### src/rtl/jump_sequencer.sv
// jump_sequencer: phase controller for the jay's jump.
// A start request walks the block through RISE, HOLD and FALL. Each phase
// lasts a fixed number of game ticks. The block also drives a step counter
// and a height profile for the sprite/collision datapath.
// Ports:
//   clk    - system clock, rising edge
//   rst    - synchronous active-low reset
//   tick   - one-cycle game-tick strobe
//   start  - jump request, level-sampled
//   abort  - forces a return to IDLE
//   phase  - 00 IDLE, 01 RISE, 10 HOLD, 11 FALL (registered)
//   step   - ticks elapsed in the current phase (registered)
//   height - jump height above ground (registered)
//   busy   - phase != IDLE (decoded from registered phase)
//   done   - one-cycle pulse on normal completion of FALL (registered)
module jump_sequencer #(
    parameter int unsigned CW         = 4,
    parameter int unsigned RISE_TICKS = 6,
    parameter int unsigned HOLD_TICKS = 2,
    parameter int unsigned FALL_TICKS = 6
) (
    input  logic          clk,
    input  logic          rst,
    input  logic          tick,
    input  logic          start,
    input  logic          abort,
    output logic [1:0]    phase,
    output logic [CW-1:0] step,
    output logic [CW-1:0] height,
    output logic          busy,
    output logic          done
);

    typedef enum logic [1:0] {
        IDLE = 2'b00,
        RISE = 2'b01,
        HOLD = 2'b10,
        FALL = 2'b11
    } phase_t;

    localparam logic [CW-1:0] RISE_LAST = CW'(RISE_TICKS - 1);
    localparam logic [CW-1:0] HOLD_LAST = CW'(HOLD_TICKS - 1);
    localparam logic [CW-1:0] FALL_LAST = CW'(FALL_TICKS - 1);

    phase_t state;

    // Phase FSM with registered step/height/done.
    always_ff @(posedge clk) begin
        if (!rst) begin
            state  <= IDLE;
            step   <= '0;
            height <= '0;
            done   <= 1'b0;
        end else begin
            done <= 1'b0;
            if (state != IDLE && abort) begin
                // Abort beats tick and start; no completion pulse.
                state  <= IDLE;
                step   <= '0;
                height <= '0;
            end else begin
                unique case (state)
                    IDLE: begin
                        if (start && !abort) begin
                            state  <= RISE;
                            step   <= '0;
                            height <= '0;
                        end
                    end
                    RISE: begin
                        if (tick) begin
                            height <= height + CW'(1);
                            if (step == RISE_LAST) begin
                                state <= HOLD;
                                step  <= '0;
                            end else begin
                                step <= step + CW'(1);
                            end
                        end
                    end
                    HOLD: begin
                        if (tick) begin
                            if (step == HOLD_LAST) begin
                                state <= FALL;
                                step  <= '0;
                            end else begin
                                step <= step + CW'(1);
                            end
                        end
                    end
                    FALL: begin
                        if (tick) begin
                            if (step == FALL_LAST) begin
                                // Landing: height forced to ground regardless of profile.
                                state  <= IDLE;
                                step   <= '0;
                                height <= '0;
                                done   <= 1'b1;
                            end else begin
                                step   <= step + CW'(1);
                                // Saturate at ground when FALL outlasts RISE.
                                height <= (height != '0) ? height - CW'(1) : '0;
                            end
                        end
                    end
                endcase
            end
        end
    end

    assign phase = state;
    assign busy  = (state != IDLE);

endmodule
### config.mk
export PLATFORM = sky130hd
export DESIGN_NAME = jump_sequencer
export DESIGN_NICKNAME = d
export VERILOG_FILES = /design/src/rtl/jump_sequencer.sv
export SDC_FILE = /design/constraint.sdc
export NUM_CORES = 1
export LEC_CHECK = 0
export CORE_MARGIN = 3
export CORE_UTILIZATION = 49
export CTS_CLUSTER_SIZE = 12
export DETAILED_ROUTE_END_ITERATION = 10
export PLACE_DENSITY = 0.77
export SLEW_MARGIN = 15
export SYNTH_ARGS = -nofsm -noshare
export SYNTH_HDL_FRONTEND = slang
export SYNTH_SLANG_ARGS = --single-unit
### constraint.sdc
create_clock -name clk -period 1.85 [get_ports clk]
set_input_delay 0.37 -clock clk [delete_from_list [all_inputs] [get_ports clk]]
set_output_delay 0.37 -clock clk [all_outputs]
set_load 0.02 [all_outputs]
==> metrics.yaml, run 1 <==
synthesis:
  synth_common_cells: "dfxtp_1, ha_1, inv_1, nand3_1, nor2_1"
  avgSynthCellArea_um2: 8.49
  synth-async-reset-ratio: 0
  ys.flop_type: "dfxtp_1"
  yosysTopAreaCell: "dfxtp_1"
  syn-num-nets: 111
  synth.top_cell.area_share: 0.267
  ys_ff_latch: 11
  synth_area_leaders: "dfxtp_1, ha_1, nand3_1, inv_1, a21oi_1"
  ys_seq_area_frac: 0.267
  synthCells: 97
  yosysWarnings: 0
  synth.lib_cells_used.distinct: 34
  synth.cell_area_um2: 823
  yosysMostFrequentCell: "dfxtp_1"
  synth-edff-count: 0
die:
  die_w_um: 47.0
  rows: 14
  die_area_um2: 2210
  io-pin-count: 17
  die_y_um: 47.0
  initial_core_util: 0.534
  core_area_um2: 1540
global_routing:
  overflow: 0
  grt_use_total: 0.228
  grt_pass1_wl_mm: 3.52
  grt_max_degree: 10
  grt_pass1_vias: 812
  antenna_found_initial: 0
run:
  cap_violations: 0
worst_setup_path:
  crit_path_frequent_cell: "inv_1"
  arrival_ns: 1.41
  worstSetupPathType: "reg2out"
  path_cells: "inv_1 -> ha_1 -> inv_1 -> dlygate4sd2_1"
  r2r_slack_ns: 0.08
  cp-end-kind: "primary output"
  cp.required_ns: 1.48
  slowest_stage: "dfxtp_2"
  slowest_delay_ns: 0.40
  worst-path-max-fanout: 5
  worst_setup_path_start_kind: "flop"
sta:
  min_period_ns: 1.78
  rsz0062_at_grt: "yes"
  tightest_slew_ns: 0.463
  drv_slew: 0
  fin_crit_sh: 0.961
  fmax_mhz: 562
  slew_headroom: 0.691
  finalHoldViolCount: 0
  fin_skew_ns: 0.00470
  finalSetupViolCount: 0
outcome:
  status: "finished, final reports clean"
cells_and_area:
  finalNonFillerCells: 142
  drive_gt1_frac: 0.198
  antenna_cells: 0
  fin_area_um2: 1140
  syn_to_final_growth_pct: 38.4
  nets: 141
clocking:
  htree_levels: 1
  clk_latency_ns: 0.28
  cts.clk_slew.worst_paths_ns: 0.07
  cts_hold_buffers: 0
  numCtsBuffers: 3
  tritoncts: "built"
  cts_root_buf: "clkbuf_4"
  clk_path_buf_depth: 2
  cts.sinks: 11
placement:
  placed_area_um2: 1070
  dp_hpwl_mm: 1.59
  port_buffers: 16
  placedCellCount: 137
  place_congestion: 0.883
route:
  vias: 848
  firstDrtPassIters: 4
  drc: 0
  routedWlPerCell_um: 14.9
  ant_nets: 0
  drt_iter0_drc: 14
  vias_per_cell: 5.97
  drt_wl_total_mm: 2.11
power_and_ir_drop:
  power.density_nw_per_um2: 1020
  ir_drop_uv: 843
  cellLeakagePower_uw: 0.000426
hold_path:
  hold_class: "reg2reg"
[worst max-delay path, delay by kind of cell (launching register included)]
family,cells,cell delay (ns)
DFF,1,0.40
adders and majority gates,1,0.23
buffers and inverters,3,0.51
[power breakdown]
group	switching (uW)	internal (uW)	total [uW]
Combinational	382	306	688
Sequential	37.7	261	299
Clock	87.4	83.7	171
[final timing paths]
kind         startpoint       to  depth (start not counted)
max reg2reg    phase[0]  step[2]                          7
min             step[1]  step[1]                          2
min reg2reg     step[1]  step[1]                          2
max            phase[0]     busy                          4
[through the flow]
step	setup TNS [ns]	hold slack [ns]	utilization	worst slack [ns]	power, uW
4_1_cts	0	0.504	0.709	0.00725	1100
2_1_floorplan	0	0.511	-	0.0725	701
5_1_grt	-0.0185	0.525	0.739	-0.0185	1240
6_report	0	0.505	0.739	0.0712	1160
3_5_place_dp	-0.0448	0.497	0.693	-0.0448	935
3_3_place_gp	0	0.494	0.693	0.0187	922
[cell type report]
class / count / area (um2)
inverter: 9 / 33.8
timing repair buffer: 26 / 234
sequential: 11 / 223
clock buffer: 4 / 26.3
fill: 128 / 402
tap: 16 / 20.0
multi-input combinational: 76 / 603
[flip-flops by register name, summed over array words and instances (netlist names)]
signal / flops
done: 1
step: 4
phase: 2
height: 4
[cells by family after synthesis]
kind of cell               count (synthesis)  share of synthesized area
adders and majority gates                  9                      0.137
and+or+nand+nor                           36                      0.249
AOI/OAI and AO/OA                         30                      0.289
buffers and inverters                     10                     0.0471
DFF                                       11                      0.267
xor gates and xnor gates                   1                     0.0106
[timing repair]
| item | CTS | global route |
|---|---|---|
| endpoints found under the setup margin | 1 | 8 |
| pin swaps | 0 | 1 |
| gates resized for setup | 1 | 8 |
| buffers inserted | 0 | 1 |
| endpoints found under the hold margin | 0 | 0 |
[per-layer routing]
layer | GRT usage | part of all wire | up-vias
met4 | 0.127 | 0.015 | 0
li1 | - | - | 427
met5 | 0 | 0 | -
met3 | 0.0383 | 0.033 | 4
met2 | 0.396 | 0.52 | 16
met1 | 0.261 | 0.43 | 401
[layout by cell type (no fill, tap or decap), types with 2 or more instances in the layout]
master	count
clkdlybuf4s50_1	15
buf_4	10
inv_1	9
dfxtp_1	9
nand3_1	7
nor2_1	7
a21oi_1	6
ha_1	6
nand2_1	5
o21ai_0	4
nand3b_1	4
nand2b_1	3
a211o_1	3
clkbuf_4	3
o21ba_2	2
a211oi_1	2
nor4_1	2
a31oi_1	2
ha_4	2
dfxtp_2	2
Note: power is estimated with default switching activity, not from simulation.
==> run 2, diff against run 1 <==
--- a/config.mk
+++ b/config.mk
@@ -9,7 +9,7 @@
 export CORE_UTILIZATION = 49
 export CTS_CLUSTER_SIZE = 12
 export DETAILED_ROUTE_END_ITERATION = 10
-export PLACE_DENSITY = 0.77
+export PLACE_DENSITY_LB_ADDON = 0.08
 export SLEW_MARGIN = 15
 export SYNTH_ARGS = -nofsm -noshare
 export SYNTH_HDL_FRONTEND = slang
==> run 2 against run 1 <==
Against the previous run: design area up 0.66%; clock skew about the same; combinational power is 3.3% higher; worst hold slack worse by 0.022 ns; die area unchanged; critical path type unchanged; core utilization grew 0.49 points; setup slack lost 0.0077 ns; first-iteration DRC count rose by 130%.
==> metrics.yaml, run 2 (synthesis gave the netlist of run 1 again) <==
die:
  die_area_um2: 2210  # unchanged
  die_y_um: 47.0  # unchanged
  initial_core_util: 0.534  # unchanged
  io-pin-count: 17  # unchanged
  die_w_um: 47.0  # unchanged
  rows: 14  # unchanged
  core_area_um2: 1540  # unchanged
clocking:
  clk_latency_ns: 0.28  # about the same
  cts.sinks: 11  # unchanged
  cts_hold_buffers: 0  # unchanged
  tritoncts: "built"
  clk_path_buf_depth: 2  # unchanged
  cts.clk_slew.worst_paths_ns: 0.08  # about the same
  numCtsBuffers: 3  # unchanged
  cts_root_buf: "clkbuf_4"
  htree_levels: 1  # unchanged
worst_setup_path:
  arrival_ns: 1.42  # about the same
  critical_path.top_delay_family: "buffers and inverters"
  slowest_stage: "clkdlybuf4s50_1"
  cp.required_ns: 1.48  # about the same
  cp-end-kind: "primary output"
  slowest_delay_ns: 0.66  # +0.26 ns
  worst_setup_path_start_kind: "flop"
  worst-path-max-fanout: 8  # +3
  crit_buf_inv: 1  # -2
  path_cells: "clkdlybuf4s50_1"
  worstSetupPathType: "reg2out"
placement:
  place_congestion: 0.883  # about the same
  port_buffers: 16  # unchanged
  placed_area_um2: 1080  # +0.70%
  dp_hpwl_mm: 1.59  # +0.42%
sta:
  finalSetupViolCount: 0  # unchanged
  slew_headroom: 0.623  # -0.0685
  finalHoldViolCount: 0  # unchanged
  tns_ns: 0  # unchanged
  drv_slew: 0  # unchanged
  min_period_ns: 1.79  # +0.00769 ns
  fin_crit_sh: 0.966  # +0.00416
  fin_skew_ns: 0.00507  # +0.000368 ns
  fmax_mhz: 560  # -0.43%
  fin_hold_ws_ns: 0.482  # -0.0223 ns
  tightest_slew_ns: 0.566  # +0.103 ns
global_routing:
  overflow: 0  # unchanged
  grt_max_degree: 9  # -1
  grt_pass1_vias: 839  # +3.3%
  grt_pass1_wl_mm: 3.54  # +0.57%
  grt_use_total: 0.222  # -0.00578
  antenna_found_initial: 0  # unchanged
route:
  drt_wl_total_mm: 2.16  # +2.4%
  drc: 0  # unchanged
  drt_iter0_drc: 32  # +18
  routedWlPerCell_um: 15.1  # +1.7%
  ant_nets: 0  # unchanged
  firstDrtPassIters: 4  # unchanged
  vias_per_cell: 6.16  # +3.2%
  vias: 881  # +3.9%
power_and_ir_drop:
  ir_drop_uv: 812  # -3.7%
  power.density_nw_per_um2: 1030  # +1.1%
  cellLeakagePower_uw: 0.000433  # +1.7%
  finalPower_uw: 1180  # +1.8%
run:
  cap_violations: 0  # unchanged
cells_and_area:
  antenna_cells: 0  # unchanged
  nets: 142  # +0.71%
  drive_gt1_frac: 0.228  # +0.0299
  layout_common_cells: "clkdlybuf4s50_1, buf_4, inv_1, dfxtp_1"
  syn_to_final_growth_pct: 39.4
  fin_area_um2: 1150  # +0.66%
  layout_commonest_cell: "clkdlybuf4s50_1"
hold_path:
  hold_class: "reg2reg"
outcome:
  status: "finished, final reports clean"
-- run 2: what timing repair did --
| action | CTS | global route |
|---|---|---|
| setup buffers | 0 | 1 |
| resized for setup | 2 | 8 |
| pin swaps | 0 | 2 |
| setup endpoints to repair | 2 | 6 |
-- run 2: cell type report --
class | instances | area, um2
multi-input combinational | 76 | 602
fill | 130 | 394
timing repair buffer | 27 | 241
sequential | 11 | 224
inverter | 9 | 33.8
clock buffer | 4 | 26.3
tap | 16 | 20.0
-- run 2: metal layers --
metal	GRT usage	part of all wire	wire length, um
met1	0.249	0.42	909
met2	0.412	0.53	1140
met3	0.0613	0.036	78
met4	0.0497	0.015	33
met5	0	0	0
-- run 2: path summary, 6_finish.rpt --
kind / startpoint / end / slack, ns / depth (start not counted)
worst max-delay path: step[2] / step[2] / 0.06 / 1
worst min register to register: step[1] / step[1] / 0.48 / 2
worst min-delay path: step[1] / step[1] / 0.48 / 2
worst max register to register: phase[1] / height[3] / 0.10 / 6
-- run 2: stage by stage --
step                      setup slack [ns]  utilization  cells
after floorplan                     0.0725            -     97
after CTS                           0.0291        0.718    142
after global routing              -0.00147        0.744    143
after global placement             -0.0103        0.698    138
final                               0.0635        0.744    143
after detailed placement           -0.0377        0.698    138
-- run 2: power breakdown --
group          internal (uW)  switching [uW]  leakage (uW)  total, uW
logic                    314             397      0.000328        711
registers                261            32.7     0.0000902        294
clock network           83.8            90.4     0.0000150        174
